File: src/rtl/snake_pkg.sv
// -----------------------------------------------------------------------------
// snake_pkg
//   Shared definitions for the snake direction path: the direction encoding,
//   the button bit positions of the debounced button bus, and a helper that
//   returns the opposite direction.
// -----------------------------------------------------------------------------
package snake_pkg;

    localparam int unsigned DIR_W = 2;
    localparam int unsigned BTN_W = 4;

    typedef logic [DIR_W-1:0] dir_t;

    // Direction encoding; opposite directions differ only in bit 0
    localparam dir_t DIR_UP    = 2'b00;
    localparam dir_t DIR_DOWN  = 2'b01;
    localparam dir_t DIR_LEFT  = 2'b10;
    localparam dir_t DIR_RIGHT = 2'b11;

    // Bit positions inside the button bus
    localparam int unsigned BTN_UP    = 0;
    localparam int unsigned BTN_DOWN  = 1;
    localparam int unsigned BTN_LEFT  = 2;
    localparam int unsigned BTN_RIGHT = 3;

    // Opposite direction: UP<->DOWN, LEFT<->RIGHT
    function automatic dir_t f_Opposite(input dir_t d);
        return d ^ dir_t'(2'b01);
    endfunction

endpackage

File: src/rtl/snake_dir_fifo.sv
// -----------------------------------------------------------------------------
// snake_dir_fifo
//   Generic synchronous FIFO used to buffer direction commands.
//   A push while full is accepted only when a pop happens on the same edge.
//   A pop while empty is ignored.
//
// Parameters
//   c_DEPTH  number of entries (power of 2, >= 2)
//   c_WIDTH  entry width
// Ports
//   i_Clk    clock
//   i_Rst_n  asynchronous active-low reset (clears contents and pointers)
//   i_Push   write i_Data at the tail
//   i_Data   data to write
//   i_Pop    remove the head entry
//   o_Full   all entries occupied
//   o_Empty  no entries occupied
//   o_Head   oldest entry (registered storage)
//   o_Last   newest entry (registered storage)
// -----------------------------------------------------------------------------
module snake_dir_fifo #(
    parameter int unsigned c_DEPTH = 2,
    parameter int unsigned c_WIDTH = 2
) (
    input  logic               i_Clk,
    input  logic               i_Rst_n,
    input  logic               i_Push,
    input  logic [c_WIDTH-1:0] i_Data,
    input  logic               i_Pop,
    output logic               o_Full,
    output logic               o_Empty,
    output logic [c_WIDTH-1:0] o_Head,
    output logic [c_WIDTH-1:0] o_Last
);

    localparam int unsigned PTR_W = (c_DEPTH > 1) ? $clog2(c_DEPTH) : 1;
    localparam int unsigned CNT_W = PTR_W + 1;

    logic [c_WIDTH-1:0] mem_q [c_DEPTH];
    logic [c_WIDTH-1:0] mem_d [c_DEPTH];
    logic [PTR_W-1:0]   wr_ptr_q, wr_ptr_d;
    logic [PTR_W-1:0]   rd_ptr_q, rd_ptr_d;
    logic [CNT_W-1:0]   count_q,  count_d;
    logic               push_ok;
    logic               pop_ok;

    assign o_Empty = (count_q == CNT_W'(0));
    assign o_Full  = (count_q == CNT_W'(c_DEPTH));

    // A full FIFO still takes a push when the head leaves on the same edge
    assign pop_ok  = i_Pop & ~o_Empty;
    assign push_ok = i_Push & (~o_Full | pop_ok);

    // Next-state for storage, pointers and occupancy
    always_comb begin
        mem_d    = mem_q;
        wr_ptr_d = wr_ptr_q;
        rd_ptr_d = rd_ptr_q;
        count_d  = count_q;

        if (push_ok) begin
            mem_d[wr_ptr_q] = i_Data;
            wr_ptr_d        = wr_ptr_q + PTR_W'(1);
        end
        if (pop_ok) begin
            rd_ptr_d = rd_ptr_q + PTR_W'(1);
        end

        case ({push_ok, pop_ok})
            2'b10:   count_d = count_q + CNT_W'(1);
            2'b01:   count_d = count_q - CNT_W'(1);
            default: count_d = count_q;
        endcase
    end

    // State registers
    always_ff @(posedge i_Clk or negedge i_Rst_n) begin
        if (!i_Rst_n) begin
            mem_q    <= '{default: '0};
            wr_ptr_q <= '0;
            rd_ptr_q <= '0;
            count_q  <= '0;
        end else begin
            mem_q    <= mem_d;
            wr_ptr_q <= wr_ptr_d;
            rd_ptr_q <= rd_ptr_d;
            count_q  <= count_d;
        end
    end

    assign o_Head = mem_q[rd_ptr_q];
    // Newest entry sits one slot behind the write pointer (wraps naturally)
    assign o_Last = mem_q[wr_ptr_q - PTR_W'(1)];

endmodule

File: src/rtl/snake_direction_queue.sv
// -----------------------------------------------------------------------------
// snake_direction_queue
//   Turns rising edges of the debounced direction buttons into 2-bit snake
//   direction commands, buffers them in a small FIFO and hands them to the
//   game engine over a valid/ready handshake.
//
//   Optional feature macro: SNAKE_DIR_REVERSAL_FILTER_EN
//     defined   - a press equal to, or opposite of, the reference direction
//                 (newest queued command, else the current direction) is
//                 silently discarded.
//     undefined - every priority-winning press is queued; the engine is
//                 responsible for reversal/duplicate handling.
//
// Parameters
//   c_DEPTH     FIFO entries (power of 2, >= 2)
//   c_INIT_DIR  o_Cur_Dir value after reset
// Ports
//   i_Clk        system clock
//   i_Rst_n      asynchronous active-low reset
//   i_Buttons    debounced levels [0]=UP [1]=DOWN [2]=LEFT [3]=RIGHT
//   o_Dir_Valid  FIFO head valid
//   o_Dir        FIFO head direction
//   i_Dir_Ready  engine consumes the head when o_Dir_Valid & i_Dir_Ready
//   o_Cur_Dir    last consumed direction
//   o_Overflow   one-cycle pulse: accepted press dropped because FIFO full
// -----------------------------------------------------------------------------
module snake_direction_queue
    import snake_pkg::*;
#(
    parameter int unsigned c_DEPTH    = 2,
    parameter logic [1:0]  c_INIT_DIR = 2'b11
) (
    input  logic             i_Clk,
    input  logic             i_Rst_n,
    input  logic [BTN_W-1:0] i_Buttons,
    output logic             o_Dir_Valid,
    output logic [DIR_W-1:0] o_Dir,
    input  logic             i_Dir_Ready,
    output logic [DIR_W-1:0] o_Cur_Dir,
    output logic             o_Overflow
);

    logic [BTN_W-1:0] prev_q;
    logic [BTN_W-1:0] rise;
    logic             cand_valid;
    dir_t             cand_dir;
    logic             accept;
    logic             pop;
    dir_t             cur_dir_q, cur_dir_d;
    logic             overflow_q, overflow_d;
    logic             fifo_full;
    logic             fifo_empty;
    dir_t             fifo_head;
`ifdef SNAKE_DIR_REVERSAL_FILTER_EN
    dir_t             fifo_last;
    dir_t             ref_dir;
`endif

    // Previous levels reset high so buttons held through reset never count
    assign rise = i_Buttons & ~prev_q;

    // Priority encoder: UP > DOWN > LEFT > RIGHT; losers are dropped
    always_comb begin
        cand_valid = 1'b0;
        cand_dir   = DIR_UP;
        if (rise[BTN_UP]) begin
            cand_valid = 1'b1;
            cand_dir   = DIR_UP;
        end else if (rise[BTN_DOWN]) begin
            cand_valid = 1'b1;
            cand_dir   = DIR_DOWN;
        end else if (rise[BTN_LEFT]) begin
            cand_valid = 1'b1;
            cand_dir   = DIR_LEFT;
        end else if (rise[BTN_RIGHT]) begin
            cand_valid = 1'b1;
            cand_dir   = DIR_RIGHT;
        end
    end

`ifdef SNAKE_DIR_REVERSAL_FILTER_EN
    // Compare against the direction the snake will have when this command
    // is reached: newest queued entry, otherwise the current direction.
    assign ref_dir = fifo_empty ? cur_dir_q : fifo_last;
    assign accept  = cand_valid
                   & (cand_dir != ref_dir)
                   & (cand_dir != f_Opposite(ref_dir));
`else
    assign accept  = cand_valid;
`endif

    // Head only consumable once it is visible
    assign pop = ~fifo_empty & i_Dir_Ready;

    // Next-state for the current direction and overflow pulse
    always_comb begin
        cur_dir_d  = cur_dir_q;
        overflow_d = 1'b0;
        if (pop) begin
            cur_dir_d = fifo_head;
        end
        if (accept && fifo_full && !pop) begin
            overflow_d = 1'b1;
        end
    end

    // Registers
    always_ff @(posedge i_Clk or negedge i_Rst_n) begin
        if (!i_Rst_n) begin
            prev_q     <= '1;
            cur_dir_q  <= c_INIT_DIR;
            overflow_q <= 1'b0;
        end else begin
            prev_q     <= i_Buttons;
            cur_dir_q  <= cur_dir_d;
            overflow_q <= overflow_d;
        end
    end

    snake_dir_fifo #(
        .c_DEPTH (c_DEPTH),
        .c_WIDTH (DIR_W)
    ) u_fifo (
        .i_Clk   (i_Clk),
        .i_Rst_n (i_Rst_n),
        .i_Push  (accept),
        .i_Data  (cand_dir),
        .i_Pop   (pop),
        .o_Full  (fifo_full),
        .o_Empty (fifo_empty),
        .o_Head  (fifo_head),
`ifdef SNAKE_DIR_REVERSAL_FILTER_EN
        .o_Last  (fifo_last)
`else
        .o_Last  ()
`endif
    );

    assign o_Dir_Valid = ~fifo_empty;
    assign o_Dir       = fifo_head;
    assign o_Cur_Dir   = cur_dir_q;
    assign o_Overflow  = overflow_q;

endmodule

File: config.mk
export PLATFORM = sky130hd
export DESIGN_NAME = snake_direction_queue
export DESIGN_NICKNAME = d
export VERILOG_FILES = /design/src/rtl/snake_pkg.sv /design/src/rtl/snake_dir_fifo.sv /design/src/rtl/snake_direction_queue.sv
export SDC_FILE = /design/constraint.sdc
export NUM_CORES = 1
export LEC_CHECK = 0
export ABC_AREA = 1
export CELL_PAD_IN_SITES_DETAIL_PLACEMENT = 0
export CELL_PAD_IN_SITES_GLOBAL_PLACEMENT = 2
export CORE_ASPECT_RATIO = 1.25
export CORE_MARGIN = 2
export CORE_UTILIZATION = 34
export CTS_BUF_LIST = sky130_fd_sc_hd__clkbuf_2
export CTS_CLUSTER_SIZE = 24
export DETAILED_ROUTE_END_ITERATION = 8
export PLACE_DENSITY = 0.94
export SKIP_LAST_GASP = 1
export SLEW_MARGIN = 20
export SYNTH_ARGS = -nofsm -noshare
export SYNTH_HDL_FRONTEND = slang
export SYNTH_SLANG_ARGS = --single-unit
File: constraint.sdc
create_clock -name i_Clk -period 2.9 [get_ports i_Clk]
set_input_delay 0.435 -clock i_Clk [delete_from_list [all_inputs] [get_ports i_Clk]]
set_output_delay 0.435 -clock i_Clk [all_outputs]
set_load 0.005 [all_outputs]
======== After elaboration in Yosys (flattened, before gate mapping) ========
Index checks and enable logic that the tools add are counted.
W data, S select, Z words.
word-level totals
  bits in registers ....................... 15
  word-level logic and storage cells ...... 50
cells by class
  reduce and logical (&&, ||, !) cells .... 6
  bitwise logic cells ..................... 10
  eq/ne operators ......................... 3
  add/sub/neg operators ................... 4
  $lt $le $gt $ge ......................... 3
  mux-type cells .......................... 16
operator list
  kind                   count
  $mux W2                8
  $mux W1                5
  $and A4 B4 Y4          1
  $bwmux W4              1
  $eq A2 B2 Y1 const B   2
  $ge A2 B2 Y1 const B   2
  $not A1 Y2             2
  $not A4 Y4             1
  $pmux W2 S2            1
  $and A1 B1 Y1          3
  $logic_and A1 B1 Y1    3
  $add A1 B1 Y1 const B  2
  $add A2 B1 Y2 const B  1
  $demux W2 S1           1
  $eq A2 B1 Y1 const B   1
  $logic_not A2 Y1       1
  $lt A2 B1 Y1 const B   1
  $not A1 Y1             2
  $reduce_bool A2 Y1     1
  $sub A2 B1 Y2 const B  1
  $logic_not A1 Y1       1
  $or A1 B1 Y1           1

======== Depth between registers and ports, before layout ========
  depth after elaboration ................. 9
  gate-level depth with buffers ........... 9

======== Hierarchy ========
From an unflattened synthesis, not the netlist that was laid out.
second synthesis, totals
  cells, all modules ...................... 92
  area, all modules ....................... 773.2 µm²
by module, submodules not included
  module                 area each (µm²)  sequential area each (µm²)  cells each  times used
  snake_dir_fifo         466.7            200.2                       57          1
  snake_direction_queue  306.5            182.7                       35          1

======== Worst setup path before layout ========
OpenSTA, ideal clock, no wires.
  kind .................................... reg2reg
  from .................................... reg prev_q[2]
  to ...................................... reg u_fifo.count_q[1]
  buffers on the path ..................... 0
  required time ........................... 2.783 ns
  setup slack ............................. 1.724 ns
  clock period less this slack ............ 1.176 ns
  stages on the path, launching flop included .. 10
  arrival ................................. 1.059 ns
  cell sequence ........................... dfstp_2 > inv_1 > nand2_2 > nand2_4 > nor2_8 > nand2_4 > nand2_2 > nand2_1 > nand2_1 > nand2_1
on the way
  longest elaborated chain between the ends .. 8
  elaborated cells on any way between the ends .. 10
  those cells by class .................... eq/ne: 2; mux: 4; bitwise: 3; reduce/logical: 1
RTL lines
  what                                                      RTL line                      source
  start, declared                                           snake_direction_queue.sv:43   logic [BTN_W-1:0] prev_q;
  start signal, assigned                                    snake_direction_queue.sv:114  prev_q <= i_Buttons;
  $not A4 Y4 *                                              snake_direction_queue.sv:60   assign rise = i_Buttons & ~prev_q;
  $and A4 B4 Y4 *                                           snake_direction_queue.sv:60
  $mux W1 *                                                 snake_direction_queue.sv:72   end else if (rise[BTN_LEFT]) begin
  $mux W1 *                                                 snake_direction_queue.sv:69   end else if (rise[BTN_DOWN]) begin
  $mux W1 *                                                 snake_direction_queue.sv:66   if (rise[BTN_UP]) begin
  $and A1 B1 Y1 *                                           snake_dir_fifo.sv:52          assign push_ok = i_Push & (~o_Full | pop_ok);
  $eq A2 B1 Y1 / $eq A2 B2 Y1 (equally long branches)       snake_dir_fifo.sv:69          case ({push_ok, pop_ok})
  $pmux W2 S2 / $reduce_bool A2 Y1 (equally long branches)  --
  end signal, assigned                                      snake_dir_fifo.sv:87          count_q <= count_d;
  end, declared                                             snake_dir_fifo.sv:43          logic [CNT_W-1:0] count_q, count_d;
Mark *: on every way between the ends. The rest lies on a longest branch, timed or not.
A chain may end at the register's enable or synchronous reset.

======== Worst setup path after layout ========
  from .................................... reg u_fifo.rd_ptr_q
  to ...................................... out o_Dir[1]
on the way
  longest elaborated chain between the ends .. 4
RTL lines
  what                                         RTL line                     source
  start, declared                              snake_dir_fifo.sv:42         logic [PTR_W-1:0] rd_ptr_q, rd_ptr_d;
  start signal, assigned                       snake_dir_fifo.sv:86         rd_ptr_q <= rd_ptr_d;
  $not A1 Y2 (not written as such)             snake_dir_fifo.sv:91         assign o_Head = mem_q[rd_ptr_q];
  $mux W2 (not written as such) (3 in series)  snake_dir_fifo.sv:91
  end, declared                                snake_direction_queue.sv:37  output logic [DIR_W-1:0] o_Dir,
No other way between the ends. The select of a mux whose other input is x is not followed.

==> results.json <==
{
  "p_leak_nw": 0.456,
  "crit_fanout": 3,
  "nNetsFinal": 105,
  "path_buf_inv": 2,
  "postSynthCellCount": 81,
  "grt_pass1_wl_um": 2160,
  "post_cts_resized": 0,
  "cts_made_buffers": 3,
  "power_density_mw_per_mm2": 880,
  "maxSlewViolCount": 0,
  "rr_worst_depth": 9,
  "critical_path.cell_chain": "inv_1 > nand2_1 > nand2_1 > clkdlybuf4s50_1",
  "hold_depth": 2,
  "drt_iter0_drc": 5,
  "die_h_um": 55.9,
  "synthesis.nets": 88,
  "critPathLaunchType": "register",
  "drc_errors": 0,
  "vdd.ir_drop.worst_v": 0.000421,
  "critPathRequiredTime_ns": 2.47,
  "hold_viol": 0,
  "yosysUniqueCellTypes": 20,
  "core_mm2": 0.00200,
  "antenna_found_initial": 0,
  "cts-root-buf": "clkbuf_2",
  "skew_ns": 0.0193,
  "area.growth.synth_to_final_pct": 22.5,
  "ant_nets": 0,
  "maxCapViolations": 0,
  "drt_wl_total_um": 1200,
  "diodes": 0,
  "synth_top_area_share_pct": 30.7,
  "place_hpwl_um": 956,
  "overflow": 0,
  "initial_utilization_pct": 36.6,
  "viasPerCell": 4.69,
  "relSlewSlack_pct": 56.7,
  "setup_tns_ns": 0,
  "cts_tree": "built",
  "critPathMaxStageDelay_ns": 0.49,
  "synth-seq-cells": 15,
  "worstPathArrival_ns": 1.47,
  "htree_num_levels": 1,
  "grt_max_degree": 16,
  "placed_area_um2": 878,
  "rows": 18,
  "post_synth.cell_area_avg_um2": 9.05,
  "cts_hold_buffers": 0,
  "drive_gt1_share_pct": 26.8,
  "synth_top_cell_by_area": "dfrtp_1",
  "wl_per_cell_um": 10.2,
  "place_congestion": 0.767,
  "cp_common_cell": "nand2_1",
  "ios": 13,
  "post_cts_buffers": 0,
  "holdCritPathClass": "reg2reg",
  "syn-cell-area_um2": 733,
  "seq_area_frac_synth_pct": 52.2,
  "setup_viol": 0,
  "portBuffers": 12,
  "period_minus_slack_ns": 1.90,
  "clock_sink_count": 15,
  "worst-setup-path-type": "reg2out",
  "fmax_ghz": 0.526,
  "finish.instance_area_um2": 898,
  "synth_warnings": 0,
  "tightest_slew_ns": 0.647,
  "firstDrtPassIters": 4,
  "vias": 549,
  "status": "complete, no violations",
  "die_area_mm2": 0.00255,
  "finalCritPeriodShare_pct": 65.5,
  "critical_path_depth": 4,
  "clk_latency_ns": 0.29,
  "gr-usage-all-layers_pct": 12.0,
  "die_w_um": 45.5,
  "critical_path.slowest_cell": "clkdlybuf4s50_1",
  "grt_pass1_vias": 521,
  "critPathTopFamily": "buffers and inverters",
  "end_kind": "output pin",
  "yosys-top-cells-area": "dfrtp_1, dfstp_2, nand2_1, nand2_2, inv_1",
  "clk_path_buf_depth": 2,
  "rsz0062_at_grt": "false",
  "clkSlewWorstSetupHoldPaths_ns": 0.16
}
[flip-flops by register name, indices dropped and copies added, names as in the netlist]
register / cells
u_fifo.mem_q: 4
o_Overflow: 1
u_fifo.count_q: 2
o_Cur_Dir: 2
u_fifo.rd_ptr_q: 1
prev_q: 4
u_fifo.wr_ptr_q: 1
[power breakdown]
part | switching, mW | total, mW | internal (mW) | leakage (nW)
logic | 0.177 | 0.344 | 0.167 | 0.263
clock network | 0.0683 | 0.0995 | 0.0312 | 0.0164
registers | 0.0498 | 0.347 | 0.297 | 0.176
[tightest hold or removal path: stages, from the launching register on]
cell     delay [ns]
dfrtp_1        0.38
nand2_1        0.05
nand2_1        0.04
[Yosys cell counts]
library cell	number
nor2_4	1
inv_2	1
nor3_1	1
o21ai_0	1
nand2_1	24
dfstp_2	6
a31oi_1	2
inv_1	9
nand2_2	8
xor2_1	1
a21boi_0	1
or2_1	1
o21ai_1	2
nor2_2	1
dfrtp_1	9
nand3_1	6
nor2_8	1
nand2_4	3
inv_6	1
nor2_1	2
[logic make-up after synthesis]
group,count (synthesis),share of synthesized area [%]
flops,15,52.2
simple gates,48,35.5
compound gates,6,4.78
buf+inv,11,6.31
xor+xnor,1,1.19
[per-stage QoR]
step / util (%) / hold WS (ns) / power (mW) / cells / setup slack (ns)
3_3_place_gp: 43.8 / 0.471 / 0.695 / 113 / 1.30
4_1_cts: 44.8 / 0.507 / 0.804 / 117 / 0.969
3_5_place_dp: 43.8 / 0.468 / 0.701 / 113 / 1.26
6_report: 44.8 / 0.497 / 0.791 / 117 / 1.00
5_1_grt: 44.8 / 0.528 / 0.873 / 117 / 0.873
2_1_floorplan: - / 0.139 / 0.559 / 81 / 1.72
[final cells by class]
cell class	instances	area, µm²
multi-input combinational	55	304
sequential	15	383
inverter	11	46.3
tap	20	25.0
timing repair buffer	12	120
clock buffer	3	15.0
clock inverter	1	5.00
fill	190	1110
[layout by cell type, fill, tap and decap left out, types with 2 or more instances in the layout]
master / n
a31oi_1: 2
nand2_1: 24
inv_1: 9
clkbuf_2: 3
o21ai_1: 2
nor2_1: 2
nand3_1: 6
dfrtp_1: 9
dfstp_2: 6
nand2_2: 8
clkdlybuf4s50_1: 12
nand2_4: 3
[final timing paths]
check                      slack [ns]           endpoint       startpoint
max                               1.0           o_Dir[1]  u_fifo.rd_ptr_q
min                              0.50    u_fifo.mem_q[0]  u_fifo.mem_q[0]
max reg2reg                      1.63  u_fifo.count_q[1]        prev_q[2]
min reg2reg                      0.50    u_fifo.mem_q[0]  u_fifo.mem_q[0]
max in group asynchronous        1.96    u_fifo.mem_q[1]          i_Rst_n
min in group asynchronous        0.51    u_fifo.mem_q[3]          i_Rst_n
[routing by layer]
metal  global-route usage (%)  wire length, µm  part of all wire [%]
met5                        0                0                     0
met4                     8.82               42                   3.5
met3                     3.25               49                   4.1
met2                     17.7              566                    47
met1                     14.1              537                    45
Power figures use the tool's default switching activity.
